--- src/rtl/rob_retire_pkg.sv ---
// Shared definitions for the retire stage.
//   - Machine sizing: N (retire width), ROB_SZ, PHYS_REG_SZ and derived widths.
//   - rob_packet_t : the ROB head entry fields the retire stage consumes.
//   - amt_packet_t : the {arch reg, phys reg} pair written into the architectural map.
//   - retire_state_e : retire sequencing states.
package rob_retire_pkg;

  localparam int N               = 3;
  localparam int ROB_SZ          = 32;
  localparam int PHYS_REG_SZ     = 64;
  localparam int ARCH_REG_SZ     = 32;

  localparam int ROB_SZ_BITS     = $clog2(ROB_SZ);
  localparam int PREG_BITS       = $clog2(PHYS_REG_SZ);
  localparam int AREG_BITS       = $clog2(ARCH_REG_SZ);
  localparam int NUM_SCALAR_BITS = $clog2(N + 1);

  typedef logic [ROB_SZ_BITS-1:0] rob_idx_t;
  typedef logic [PREG_BITS-1:0]   preg_t;
  typedef logic [AREG_BITS-1:0]   areg_t;

  typedef struct packed {
    areg_t arch_dest;
    preg_t t;
    preg_t t_old;
    logic  is_branch;
    logic  mispredict;
    logic  halt;
  } rob_packet_t;

  typedef struct packed {
    areg_t arch_reg;
    preg_t t;
  } amt_packet_t;

  typedef enum logic [1:0] {
    RUN    = 2'd0,
    FLUSH  = 2'd1,
    HALTED = 2'd2
  } retire_state_e;

endpackage

--- src/rtl/retire_complete_list.sv ---
// Completion bit vector, one bit per ROB entry.
//   clock, reset     : clock and asynchronous active-low reset.
//   set_valid/set_idx: N CDB completion ports; the bit is set on the edge.
//   clr_valid/clr_idx: N retire ports; the bit is cleared on the edge.
//   clear_all        : clears the whole vector (flush).
//   complete         : current completion bits.
// Priority on one index: clear_all > retire clear > CDB set.
module retire_complete_list
  import rob_retire_pkg::*;
(
  input  logic                  clock,
  input  logic                  reset,
  input  logic     [N-1:0]      set_valid,
  input  rob_idx_t [N-1:0]      set_idx,
  input  logic     [N-1:0]      clr_valid,
  input  rob_idx_t [N-1:0]      clr_idx,
  input  logic                  clear_all,
  output logic     [ROB_SZ-1:0] complete
);

  logic [ROB_SZ-1:0] complete_next;

  // Sets are applied first so that a retire clear on the same index wins;
  // that index is being reallocated and any set there is stale.
  always_comb begin
    complete_next = complete;
    for (int i = 0; i < N; i++) begin
      if (set_valid[i]) complete_next[set_idx[i]] = 1'b1;
    end
    for (int i = 0; i < N; i++) begin
      if (clr_valid[i]) complete_next[clr_idx[i]] = 1'b0;
    end
    if (clear_all) complete_next = '0;
  end

  // NOTE: this vector is control state, not a data array: a stale bit after
  // reset would retire an entry that never executed, so it must be reset.
  always_ff @(posedge clock or negedge reset) begin
    if (!reset) complete <= '0;
    else        complete <= complete_next;
  end

endmodule

--- src/rtl/rob_retire.sv ---
// Retire stage at the consumer end of the ROB head interface.
//   clock, reset      : clock and asynchronous active-low reset.
//   rob_outputs       : N oldest ROB entries, oldest first.
//   rob_outputs_valid : how many of rob_outputs hold real entries.
//   rob_head          : ROB index of rob_outputs[0].
//   cdb_valid/_rob_idx: N completion broadcasts.
//   num_retiring      : entries the ROB pops this cycle (combinational).
//   free_valid/reg    : old physical register released per lane.
//   amt_we/packet     : architectural map update per lane.
//   flush             : one-cycle pulse after a mispredicted branch retires.
//   halted            : sticky after a halt retires.
//   retired_count     : running count of committed instructions (wraps).
module rob_retire
  import rob_retire_pkg::*;
(
  input  logic                           clock,
  input  logic                           reset,
  input  rob_packet_t [N-1:0]            rob_outputs,
  input  logic        [NUM_SCALAR_BITS-1:0] rob_outputs_valid,
  input  rob_idx_t                       rob_head,
  input  logic        [N-1:0]            cdb_valid,
  input  rob_idx_t    [N-1:0]            cdb_rob_idx,
  output logic        [NUM_SCALAR_BITS-1:0] num_retiring,
  output logic        [N-1:0]            free_valid,
  output preg_t       [N-1:0]            free_reg,
  output logic        [N-1:0]            amt_we,
  output amt_packet_t [N-1:0]            amt_packet,
  output logic                           flush,
  output logic                           halted,
  output logic        [31:0]             retired_count
);

  retire_state_e      state;
  logic [ROB_SZ-1:0]  complete;
  rob_idx_t [N-1:0]   lane_idx;
  logic [N-1:0]       retire_mask;
  logic               take_flush;
  logic               take_halt;
  logic               scan_live;

  // CDB sets are dropped during the flush cycle; the clear-all covers them too,
  // but gating keeps the intent explicit.
  retire_complete_list u_complete (
    .clock     (clock),
    .reset     (reset),
    .set_valid (cdb_valid & {N{state != FLUSH}}),
    .set_idx   (cdb_rob_idx),
    .clr_valid (retire_mask),
    .clr_idx   (lane_idx),
    .clear_all (state == FLUSH),
    .complete  (complete)
  );

  // In-order scan: a lane retires only if every older lane retired and the
  // scan has not already stopped on a mispredict or halt. lane_idx wraps
  // naturally because it is ROB_SZ_BITS wide.
  always_comb begin
    // NOTE: every combinational output gets a default before the loop, so no
    // path leaves a value held and no latch is inferred.
    num_retiring = '0;
    free_valid   = '0;
    free_reg     = '0;
    amt_we       = '0;
    amt_packet   = '0;
    retire_mask  = '0;
    lane_idx     = '0;
    take_flush   = 1'b0;
    take_halt    = 1'b0;
    // NOTE: scan_live is a blocking temporary: later iterations must see the
    // value written by earlier ones within the same evaluation.
    scan_live    = reset && (state == RUN);
    for (int i = 0; i < N; i++) begin
      lane_idx[i] = rob_head + rob_idx_t'(i);
      if (scan_live && (NUM_SCALAR_BITS'(i) < rob_outputs_valid) && complete[lane_idx[i]]) begin
        retire_mask[i] = 1'b1;
        num_retiring   = num_retiring + NUM_SCALAR_BITS'(1);
        // x0 has no architectural state and owns no physical register.
        if (rob_outputs[i].arch_dest != '0) begin
          free_valid[i]          = 1'b1;
          free_reg[i]            = rob_outputs[i].t_old;
          amt_we[i]              = 1'b1;
          amt_packet[i].arch_reg = rob_outputs[i].arch_dest;
          amt_packet[i].t        = rob_outputs[i].t;
        end
        if (rob_outputs[i].halt) begin
          take_halt = 1'b1;
          scan_live = 1'b0;
        end else if (rob_outputs[i].mispredict) begin
          take_flush = 1'b1;
          scan_live  = 1'b0;
        end
      end else begin
        scan_live = 1'b0;
      end
    end
  end

  // NOTE: sequential state uses non-blocking assignments only, so every
  // register samples pre-edge values regardless of statement order.
  always_ff @(posedge clock or negedge reset) begin
    if (!reset) begin
      state         <= RUN;
      flush         <= 1'b0;
      halted        <= 1'b0;
      retired_count <= '0;
    end else begin
      retired_count <= retired_count + 32'(num_retiring);
      flush         <= 1'b0;
      case (state)
        RUN: begin
          // Halt outranks mispredict when both sit on the same entry.
          if (take_halt) begin
            state  <= HALTED;
            halted <= 1'b1;
          end else if (take_flush) begin
            state <= FLUSH;
            flush <= 1'b1;
          end
        end
        FLUSH:   state <= RUN;
        HALTED:  state <= HALTED;
        default: state <= RUN;
      endcase
    end
  end

endmodule

--- config.mk ---
export PLATFORM = sky130hd
export DESIGN_NAME = rob_retire
export DESIGN_NICKNAME = d
export VERILOG_FILES = /design/src/rtl/rob_retire_pkg.sv /design/src/rtl/retire_complete_list.sv /design/src/rtl/rob_retire.sv
export SDC_FILE = /design/constraint.sdc
export NUM_CORES = 1
export LEC_CHECK = 0
export BUFFER_PORTS_ARGS = -buffer_cell sky130_fd_sc_hd__buf_4
export CORE_ASPECT_RATIO = 0.7
export CORE_MARGIN = 2
export CORE_UTILIZATION = 35
export DETAILED_ROUTE_END_ITERATION = 12
export PLACE_DENSITY_LB_ADDON = 0.08
export SLEW_MARGIN = 10
export SYNTH_ARGS = -nofsm -noshare
export SYNTH_HDL_FRONTEND = slang
export SYNTH_HIERARCHICAL = 1
export SYNTH_SLANG_ARGS = --single-unit
export TNS_END_PERCENT = 10
--- constraint.sdc ---
create_clock -name clock -period 4.6 [get_ports clock]
set_input_delay 0.92 -clock clock [delete_from_list [all_inputs] [get_ports clock]]
set_output_delay 0.92 -clock clock [all_outputs]
set_load 0.05 [all_outputs]
==> results of run 1 <==
-- repair_timing --
action	CTS	global route
gates resized for setup	1	9
setup buffers	0	0
pin swaps	0	0
endpoints found under the setup margin	1	42
-- worst max-delay path, stage by stage --
cell and delay [ns]:
buf_4 0.15, ha_4 0.31, buf_12 0.15, mux4_2 0.39
mux2i_1 0.10, a311oi_1 0.36, and4_2 0.34, inv_1 0.09
ha_4 0.29, xor2_4 0.16, buf_4 0.12, buf_4 0.19
-- metrics by stage --
| step | std cells | setup TNS (ns) | instance area [um^2] | worst slack, ns |
|---|---|---|---|---|
| after floorplan | 625 | -0.121 | 5820 | -0.0490 |
| after global placement | 1040 | -0.0103 | 7590 | -0.0103 |
| after detailed placement | 1040 | -0.0331 | 7590 | -0.0283 |
| after CTS | 1056 | 0 | 7900 | 0.0186 |
| after global routing | 1056 | -0.0697 | 7940 | -0.0337 |
| final | 1056 | 0 | 7940 | 0.111 |
-- power breakdown --
group | total, mW | internal (mW) | switching, mW
Clock | 0.726 | 0.439 | 0.287
Combinational | 0.407 | 0.201 | 0.206
Sequential | 0.689 | 0.638 | 0.0510
Total | 1.82 | 1.28 | 0.544
-- flip-flops by register name (all words and copies together), names as in the netlist --
register             count
halted                   1
retired_count           32
flush                    1
u_complete/complete     32
state                    2
-- kinds of logic after synthesis --
family                   Yosys count  synth area share
adder cells (fa/ha/maj)            7            0.0166
flip-flops                        68             0.297
AO/OA/AOI/OAI                     99             0.125
AND/OR/NAND/NOR                  328             0.346
XOR/XNOR                          34            0.0519
buffers and inverters             48            0.0495
multiplexers                      41             0.114
-- Yosys cell counts (4+ instances only) --
master,n
xnor2_1,25
o22ai_1,41
nor4_1,27
nor3_1,24
a211oi_1,8
inv_1,12
and4b_1,4
nor2_1,74
buf_4,5
a22o_1,14
dfrtp_1,68
xor2_1,9
nor2b_1,7
mux4_2,19
buf_2,8
mux2_2,5
mux2i_1,17
nand3_1,22
and3_1,10
a32o_1,6
ha_1,6
nand4_1,11
and4_1,5
and4bb_2,7
buf_6,8
nand2_1,22
nor4_2,4
nand4b_1,6
and2_4,10
nand3b_1,16
and2_1,42
or3_1,4
a21oi_1,6
or3b_2,5
clkbuf_1,10
nand2b_1,9
-- path summary, 6_finish.rpt --
path	from	to	slack, ns	depth (start not counted)
setup / recovery	rob_head[0]	num_retiring[0]	0.11	12
hold / removal	reset	u_complete/complete[0]$_DFF_PN0_	0.40	1
setup reg to reg	u_complete/complete[14]$_DFF_PN0_	retired_count[16]$_DFF_PN0_	0.86	15
hold reg to reg	halted$_DFFE_PN0P_	halted$_DFFE_PN0P_	0.48	2
max in group asynchronous	reset	u_complete/complete[26]$_DFF_PN0_	3.19	2
min in group clock	halted$_DFFE_PN0P_	halted$_DFFE_PN0P_	0.48	2
-- area by class of cell --
| cell class | instances | share of cell area |
|---|---|---|
| clock buffers | 10 | 0.0301 |
| clock inverters | 6 | 0.00899 |
| repair buffers | 226 | 0.221 |
| inverters | 12 | 0.00568 |
| multi-input cells | 509 | 0.484 |
| flip-flops and latches | 68 | 0.214 |
| well taps | 225 | 0.0355 |
-- metal layers --
metal	track usage	up-vias	wire (um)
met5	0.0238	-	49
met4	0.0801	2	582
met3	0.0919	54	2650
met2	0.353	381	9200
met1	0.366	2976	9780
li1	-	2777	-
==> results.toml, run 1 <==
[cells_and_area]
fillCellCount = 1543
final_cell_mix = "buf_4, nor2_1, dfrtp_1, and2_1, o22ai_1"
drive_above_1_share = 0.379
final_common_cell = "buf_4"
regArea_um2 = 1700
syn_to_final_growth_pct = 38.4
nNetsFinal = 920
fin_util = 0.491
multi_input_area_um2 = 3840
diodes = 0

[sta]
slew_violations = 0
hold_violations = 0
setup_violations = 0
fin_hold_ws_ns = 0.404
max_slew_margin = 0.244
max_freq_mhz = 223
period_share = 0.976
worst-slew-pin-transition_ns = 1.13
rsz0062_at_grt = "true"
fin_skew_ns = 0.00818
post-route-min-period_ns = 4.49

[clocking]
insertion_delay_ns = 0.35
root_buffer = "clkbuf_16"
path_clk_slew_ns = 0.06
ctsHtreeMaxLevel = 3
cts.hold.buffers_added = 0
cts_tree = "yes"
numClockSinks = 68
clock_path_buffers = 2
numCtsBuffers = 9

[synthesis]
ys_ff_latch = 68
synth_edf_count = 0
syn_area_um2 = 5730
ys_seq_area_frac = 0.297
postSynth.asyncResetShare = 1.00
ys_types = 67
yosys-top-cells-area = "dfrtp_1, mux4_2, nor2_1"
ys.flop_type = "dfrtp_1"
yosysTopAreaCell = "dfrtp_1"
synth.avg_cell_area_um2 = 9.17
yosysWarnings = 6
syn_nets = 719
syn_inst = 625
netlist.area_leader.share = 0.297

[place]
hpwl_um = 16700
gp_congestion = 0.918
numPortBuffers = 176

[global_routing]
grt_pass1_wl_um = 33800
grt_max_degree = 61
grt_pass1_vias = 5856
antenna_found_initial = 0
grt_use_total = 0.255
grt_remaining_overflow = 0

[detailed_routing]
first_pass_iters = 7
drtIter0Drc = 777
drc = 0
ant_nets = 0
routedWlPerCell_um = 21.1
via_per_inst = 5.86
via_count = 6190
totalWireLength_um = 22300

[die]
initial_utilization = 0.355
die-area_um2 = 17400
num_rows = 39
core_area_um2 = 16200
ios = 180
die_x_um = 157
die_height_um = 111

[setup_path]
critPathMaxFanout = 5
arrival_ns = 3.57
worstSetupStartpointType = "input pin"
criticalPathCategory = "in -> out"
endpoint_kind = "primary output"
required_ns = 3.68

[hold_path]
hp-class = "in -> async"

[outcome]
status = "complete, no violations"

[flow_run]
maxCapViolCount = 0

[power_and_ir_drop]
ir_worst_vdd_v = 0.000157
p_leak_nw = 3.39
power_mw = 1.82
powerDensity_nw_per_um2 = 230
Note: power is estimated with default switching activity, not from simulation.
==> run 2, diff against run 1 <==
CORE_MARGIN = default   (was 2)
==> run 2 against run 1 <==
Critical path depth stayed put. Highest routed layer is now met4. Critical path type unchanged. Largest cell class unchanged. Wire length is 0.95% lower. Power is 0.87% higher.
==> results.toml, run 2 (same netlist as run 1, synthesis figures left out) <==
[global_routing]
met3_usage = 0.0711
grt_use_total = 0.261
grt_pass1_wl_um = 33300
met1_usage = 0.386
met2_usage = 0.371
grt_remaining_overflow = 0
grt_max_degree = 69
grt_pass1_vias = 5832
antenna_found_initial = 0
busiest_layer = "met1"

[power_and_ir_drop]
p_leak_nw = 3.36
power_mw = 1.84
powerDensity_nw_per_um2 = 233
ir_worst_vdd_v = 0.000164

[die]
die-area_um2 = 16900
die_height_um = 109
core_area_um2 = 15700
die_x_um = 155
num_rows = 38
ios = 180
initial_utilization = 0.364

[cells_and_area]
fin_cells = 1046
diodes = 0
reg_top3 = "retired_count (32), u_complete/complete (32), state (2)"
final_cell_mix = "buf_4, nor2_1, dfrtp_1, and2_1, o22ai_1"
fin_util = 0.501
drive_above_1_share = 0.379
final_common_cell = "buf_4"
nNetsFinal = 916
syn_to_final_growth_pct = 37.6

[detailed_routing]
via_count = 6130
totalWireLength_um = 22100
via_per_inst = 5.86
ant_nets = 0
drc = 0
routedWlPerCell_um = 21.1
drtIter0Drc = 737
first_pass_iters = 5

[clocking]
cts_tree = "yes"
ctsHtreeMaxLevel = 3
insertion_delay_ns = 0.34
post_cts_buffers = 0
numCtsBuffers = 9
cts.hold.buffers_added = 0
clock_path_buffers = 2
numClockSinks = 68
path_clk_slew_ns = 0.05
root_buffer = "clkbuf_16"

[sta]
fin_skew_ns = 0.00807
max_slew_margin = 0.227
max_freq_mhz = 224
post-route-min-period_ns = 4.46
fin_ws_ns = 0.137
slew_violations = 0
setup_violations = 0
worst-slew-pin-transition_ns = 1.16
period_share = 0.970
rsz0062_at_grt = "false"
fin_setup_tns_ns = 0
hold_violations = 0

[setup_path]
criticalPathCategory = "in -> out"
required_ns = 3.68
crit_path_top_delay_cell = "mux4_2"
rrSetupSlack_ns = 0.79
arrival_ns = 3.54
reg2reg_depth = 16
crit_top_cell = "buf_4"
endpoint = "amt_packet[24]"
r2r_end = "retired_count[17]$_DFF_PN0_"
cp_num_buf_inv = 4
max_stage_delay_ns = 0.51
crit_start = "rob_head[0]"
critPathMaxFanout = 14
worstSetupStartpointType = "input pin"
cp_top_family = "simple AND/OR/NAND/NOR gates"
crit_path_cell_trace = "buf_6, ha_4, mux4_2, nor3b_1, nor4bb_2, a311oi_2, buf_4, and4_4, buf_4, o211a_4, and2_1, buf_4"
cp.depth = 12
r2r_start = "u_complete/complete[11]$_DFF_PN0_"
endpoint_kind = "primary output"

[hold_path]
hp-class = "reg -> reg"

[flow_run]
maxCapViolCount = 0

[place]
hpwl_um = 17100
dp_cells = 1031
post-place-ws_ns = -0.169
numPortBuffers = 176
gp_congestion = 0.893

[outcome]
status = "complete, no violations"
[run 2: cell types whose count changed in the layout (fill, tap and decap cells not counted)]
cell | previous run | this run
clkinv_2 | 0 | 1
a311oi_1 | 2 | 1
buf_6 | 5 | 3
nor4bb_1 | 1 | 0
a311oi_2 | 0 | 1
mux2i_1 | 16 | 15
buf_12 | 3 | 1
nor4bb_2 | 0 | 1
clkinv_4 | 1 | 2
clkinvlp_4 | 2 | 1
bufinv_16 | 1 | 2
mux2i_2 | 0 | 1
inv_6 | 2 | 0
clkbuf_8 | 1 | 0
[run 2: power by group]
group          switching (mW)  total (mW)  internal [mW]  leakage [nW]
clock network           0.279       0.751          0.472         0.151
logic                   0.201       0.394          0.194          2.41
registers              0.0549       0.693          0.638         0.798
total                   0.534        1.84           1.30          3.36
[run 2: what timing repair did]
item / in CTS / in global routing
setup endpoints to repair: 29 / 35
pin swaps: 2 / 2
gates resized for setup: 4 / 7
[run 2: stage by stage]
step / hold slack (ns) / instance area, um^2
6_report: 0.477 / 7890
5_1_grt: 0.517 / 7890
4_1_cts: 0.473 / 7860
3_5_place_dp: 0.460 / 7530
3_3_place_gp: 0.465 / 7530
2_1_floorplan: 0.477 / 5820
[run 2: cell type report]
| type | instances | area (um^2) |
|---|---|---|
| clock buffers | 9 | 225 |
| flip-flops and latches | 68 | 1700 |
| clock inverters | 6 | 90.1 |
| repair buffers | 222 | 1690 |
| well taps | 220 | 275 |
| inverters | 12 | 45.0 |
| multi-input cells | 509 | 3860 |
| fillers | 1504 | 7850 |
[run 2: how the worst min path moves through the flow]
stage | from | endpoint | slack, ns | cells past startpoint
floorplan | state[1]$_DFFE_PN0P_ | state[1]$_DFFE_PN0P_ | 0.48 | 2
global placement | retired_count[31]$_DFF_PN0_ | retired_count[31]$_DFF_PN0_ | 0.46 | 1
detailed placement | retired_count[31]$_DFF_PN0_ | retired_count[31]$_DFF_PN0_ | 0.46 | 1
CTS | retired_count[31]$_DFF_PN0_ | retired_count[31]$_DFF_PN0_ | 0.47 | 1
global route | retired_count[31]$_DFF_PN0_ | retired_count[31]$_DFF_PN0_ | 0.52 | 1
finish | retired_count[31]$_DFF_PN0_ | retired_count[31]$_DFF_PN0_ | 0.48 | 1
[run 2: metal layers]
metal	share of wire	vias to the layer above	wire, um
met2	0.42	347	9310
met3	0.10	42	2270
met4	0.017	0	375
met5	0	-	0
met1	0.46	2972	10100
li1	-	2769	-
==> run 3, diff against run 2 <==
clock period = 5.1 ns   (was 4.6 ns; I/O delays follow)
==> run 3 against run 2 <==
Sequential power is 10% lower. Final cell count is 2.1% lower. Non-clock buffer count is 23 lower. Sequential share of layout area is 0.70 points higher. First-iteration DRC count is 16% lower. Clock skew is 0.0028 ns higher. Clock power is 7.6% lower. Combinational power is 13% lower. Global-route usage is 1.6 points lower. Core utilization is 1.6 points lower. Hold slack worse by 0.0025 ns.
==> results.toml, run 3 (same netlist as run 1, synthesis figures left out) <==
[outcome]
status = "complete, no violations"

[global_routing]
antenna_found_initial = 0
grt_remaining_overflow = 0
grt_pass1_vias = 5670
grt_max_degree = 57
grt_pass1_wl_um = 31500
grt_use_total = 0.246

[sta]
rsz0062_at_grt = "false"
hold_violations = 0
worst-slew-pin-transition_ns = 1.11
period_share = 0.955
max_slew_margin = 0.258
setup_violations = 0
max_freq_mhz = 205
fin_setup_tns_ns = 0
slew_violations = 0
fin_skew_ns = 0.0109
fin_hold_ws_ns = 0.475
post-route-min-period_ns = 4.87

[power_and_ir_drop]
combinationalPowerShare = 0.205
switching_share = 0.292
p_sw_uw = 485
p_int_mw = 1.17
power.share.clock = 0.419
seqPwrFrac = 0.376
powerDensity_nw_per_um2 = 217
p_leak_nw = 3.26
ir_worst_vdd_v = 0.000160

[setup_path]
crit_start = "rob_head[0]"
endpoint_kind = "primary output"
arrival_ns = 3.85
required_ns = 4.08
criticalPathCategory = "in -> out"
r2r_start = "u_complete/complete[3]$_DFF_PN0_"
critPathMaxFanout = 41
worstSetupStartpointType = "input pin"

[clocking]
path_clk_slew_ns = 0.06
insertion_delay_ns = 0.33
ctsHtreeMaxLevel = 3
clock_path_buffers = 2
numCtsBuffers = 9
cts.hold.buffers_added = 0
cts_tree = "yes"
cts_resized = 0
numClockSinks = 68
root_buffer = "clkbuf_16"
post_cts_buffers = 0

[die]
die_x_um = 155
ios = 180
core_area_um2 = 15700
die-area_um2 = 16900
initial_utilization = 0.364
die_height_um = 109
num_rows = 38

[cells_and_area]
reg_top3 = "retired_count (32), u_complete/complete (32), state (2)"
diodes = 0
multi_input_area_um2 = 3790
fin_util = 0.485
final_cell_mix = "buf_4, nor2_1, dfrtp_1, and2_1, o22ai_1"
syn_to_final_growth_pct = 33.2
nNetsFinal = 893
drive_above_1_share = 0.345
regArea_um2 = 1700
fillCellCount = 1528
final_common_cell = "buf_4"

[detailed_routing]
ant_nets = 0
routedWlPerCell_um = 20.5
drtIter0Drc = 622
drc = 0
via_per_inst = 5.81
totalWireLength_um = 21000
first_pass_iters = 5
via_count = 5946

[flow_run]
maxCapViolCount = 0

[place]
numPortBuffers = 176
hpwl_um = 16000
gp_congestion = 0.924

[hold_path]
worstHoldStart = "retired_count[31]$_DFF_PN0_"
hp-class = "reg -> reg"
==> run 3: changes by cell type in the layout (fill, tap and decap cells not counted), sizes merged <==
cell / change
inv: +2
clkinv: -1
buf: -23
==> run 3: worst max-delay path: stages <==
cell,delay [ns]
buf_4,0.12
buf_12,0.24
mux4_2,0.58
mux4_2,0.47
nor2_1,0.15
a211oi_2,0.08
buf_4,0.20
and4_4,0.16
buf_4,0.16
o211a_1,0.24
and2_1,0.21
buf_4,0.18
==> run 3: final cells by class <==
class	count	area share
Clock inverter	7	0.0129
Clock buffer	9	0.0295
Timing Repair Buffer	199	0.197
Multi-Input combinational cell	509	0.496
Tap cell	220	0.0360
Sequential cell	68	0.223
Inverter	12	0.00590
==> run 3: worst paths after layout <==
path                            slack, ns                               end  cells past startpoint
worst max-delay path                 0.23                    amt_packet[22]                     12
worst min-delay path                 0.47       retired_count[31]$_DFF_PN0_                      1
worst max register to register       1.19       retired_count[16]$_DFF_PN0_                     15
worst min register to register       0.47       retired_count[31]$_DFF_PN0_                      1
max in group asynchronous            3.57        retired_count[0]$_DFF_PN0_                      2
min in group asynchronous            0.53  u_complete/complete[2]$_DFF_PN0_                      1
==> run 3: metrics by stage <==
stage	cell area (um^2)	std cells	power (mW)	worst slack, ns
final	7640	1024	1.66	0.230
after global placement	7310	1008	0.958	0.115
after floorplan	5770	625	0.807	0.0656
after detailed placement	7310	1008	0.964	0.0313
after global routing	7640	1024	1.72	0.0208
after CTS	7640	1024	1.67	0.124
==> run 3: per-layer routing <==
metal | up-vias | GRT usage | part of all wire
li1 | 2726 | - | -
met3 | 28 | 0.0648 | 0.12
met5 | - | 0.0238 | 0
met1 | 2846 | 0.341 | 0.43
met2 | 346 | 0.373 | 0.44
met4 | 0 | 0.0679 | 0.016
==> run 3: power by group through the flow <==
stage          clock [mW]  sequential, mW  combinational [mW]
2_1_floorplan           0           0.608               0.199
3_3_place_gp            0           0.630               0.327
3_5_place_dp            0           0.632               0.333
4_1_cts             0.714           0.622               0.334
5_1_grt             0.731           0.626               0.364
6_report            0.694           0.623               0.341
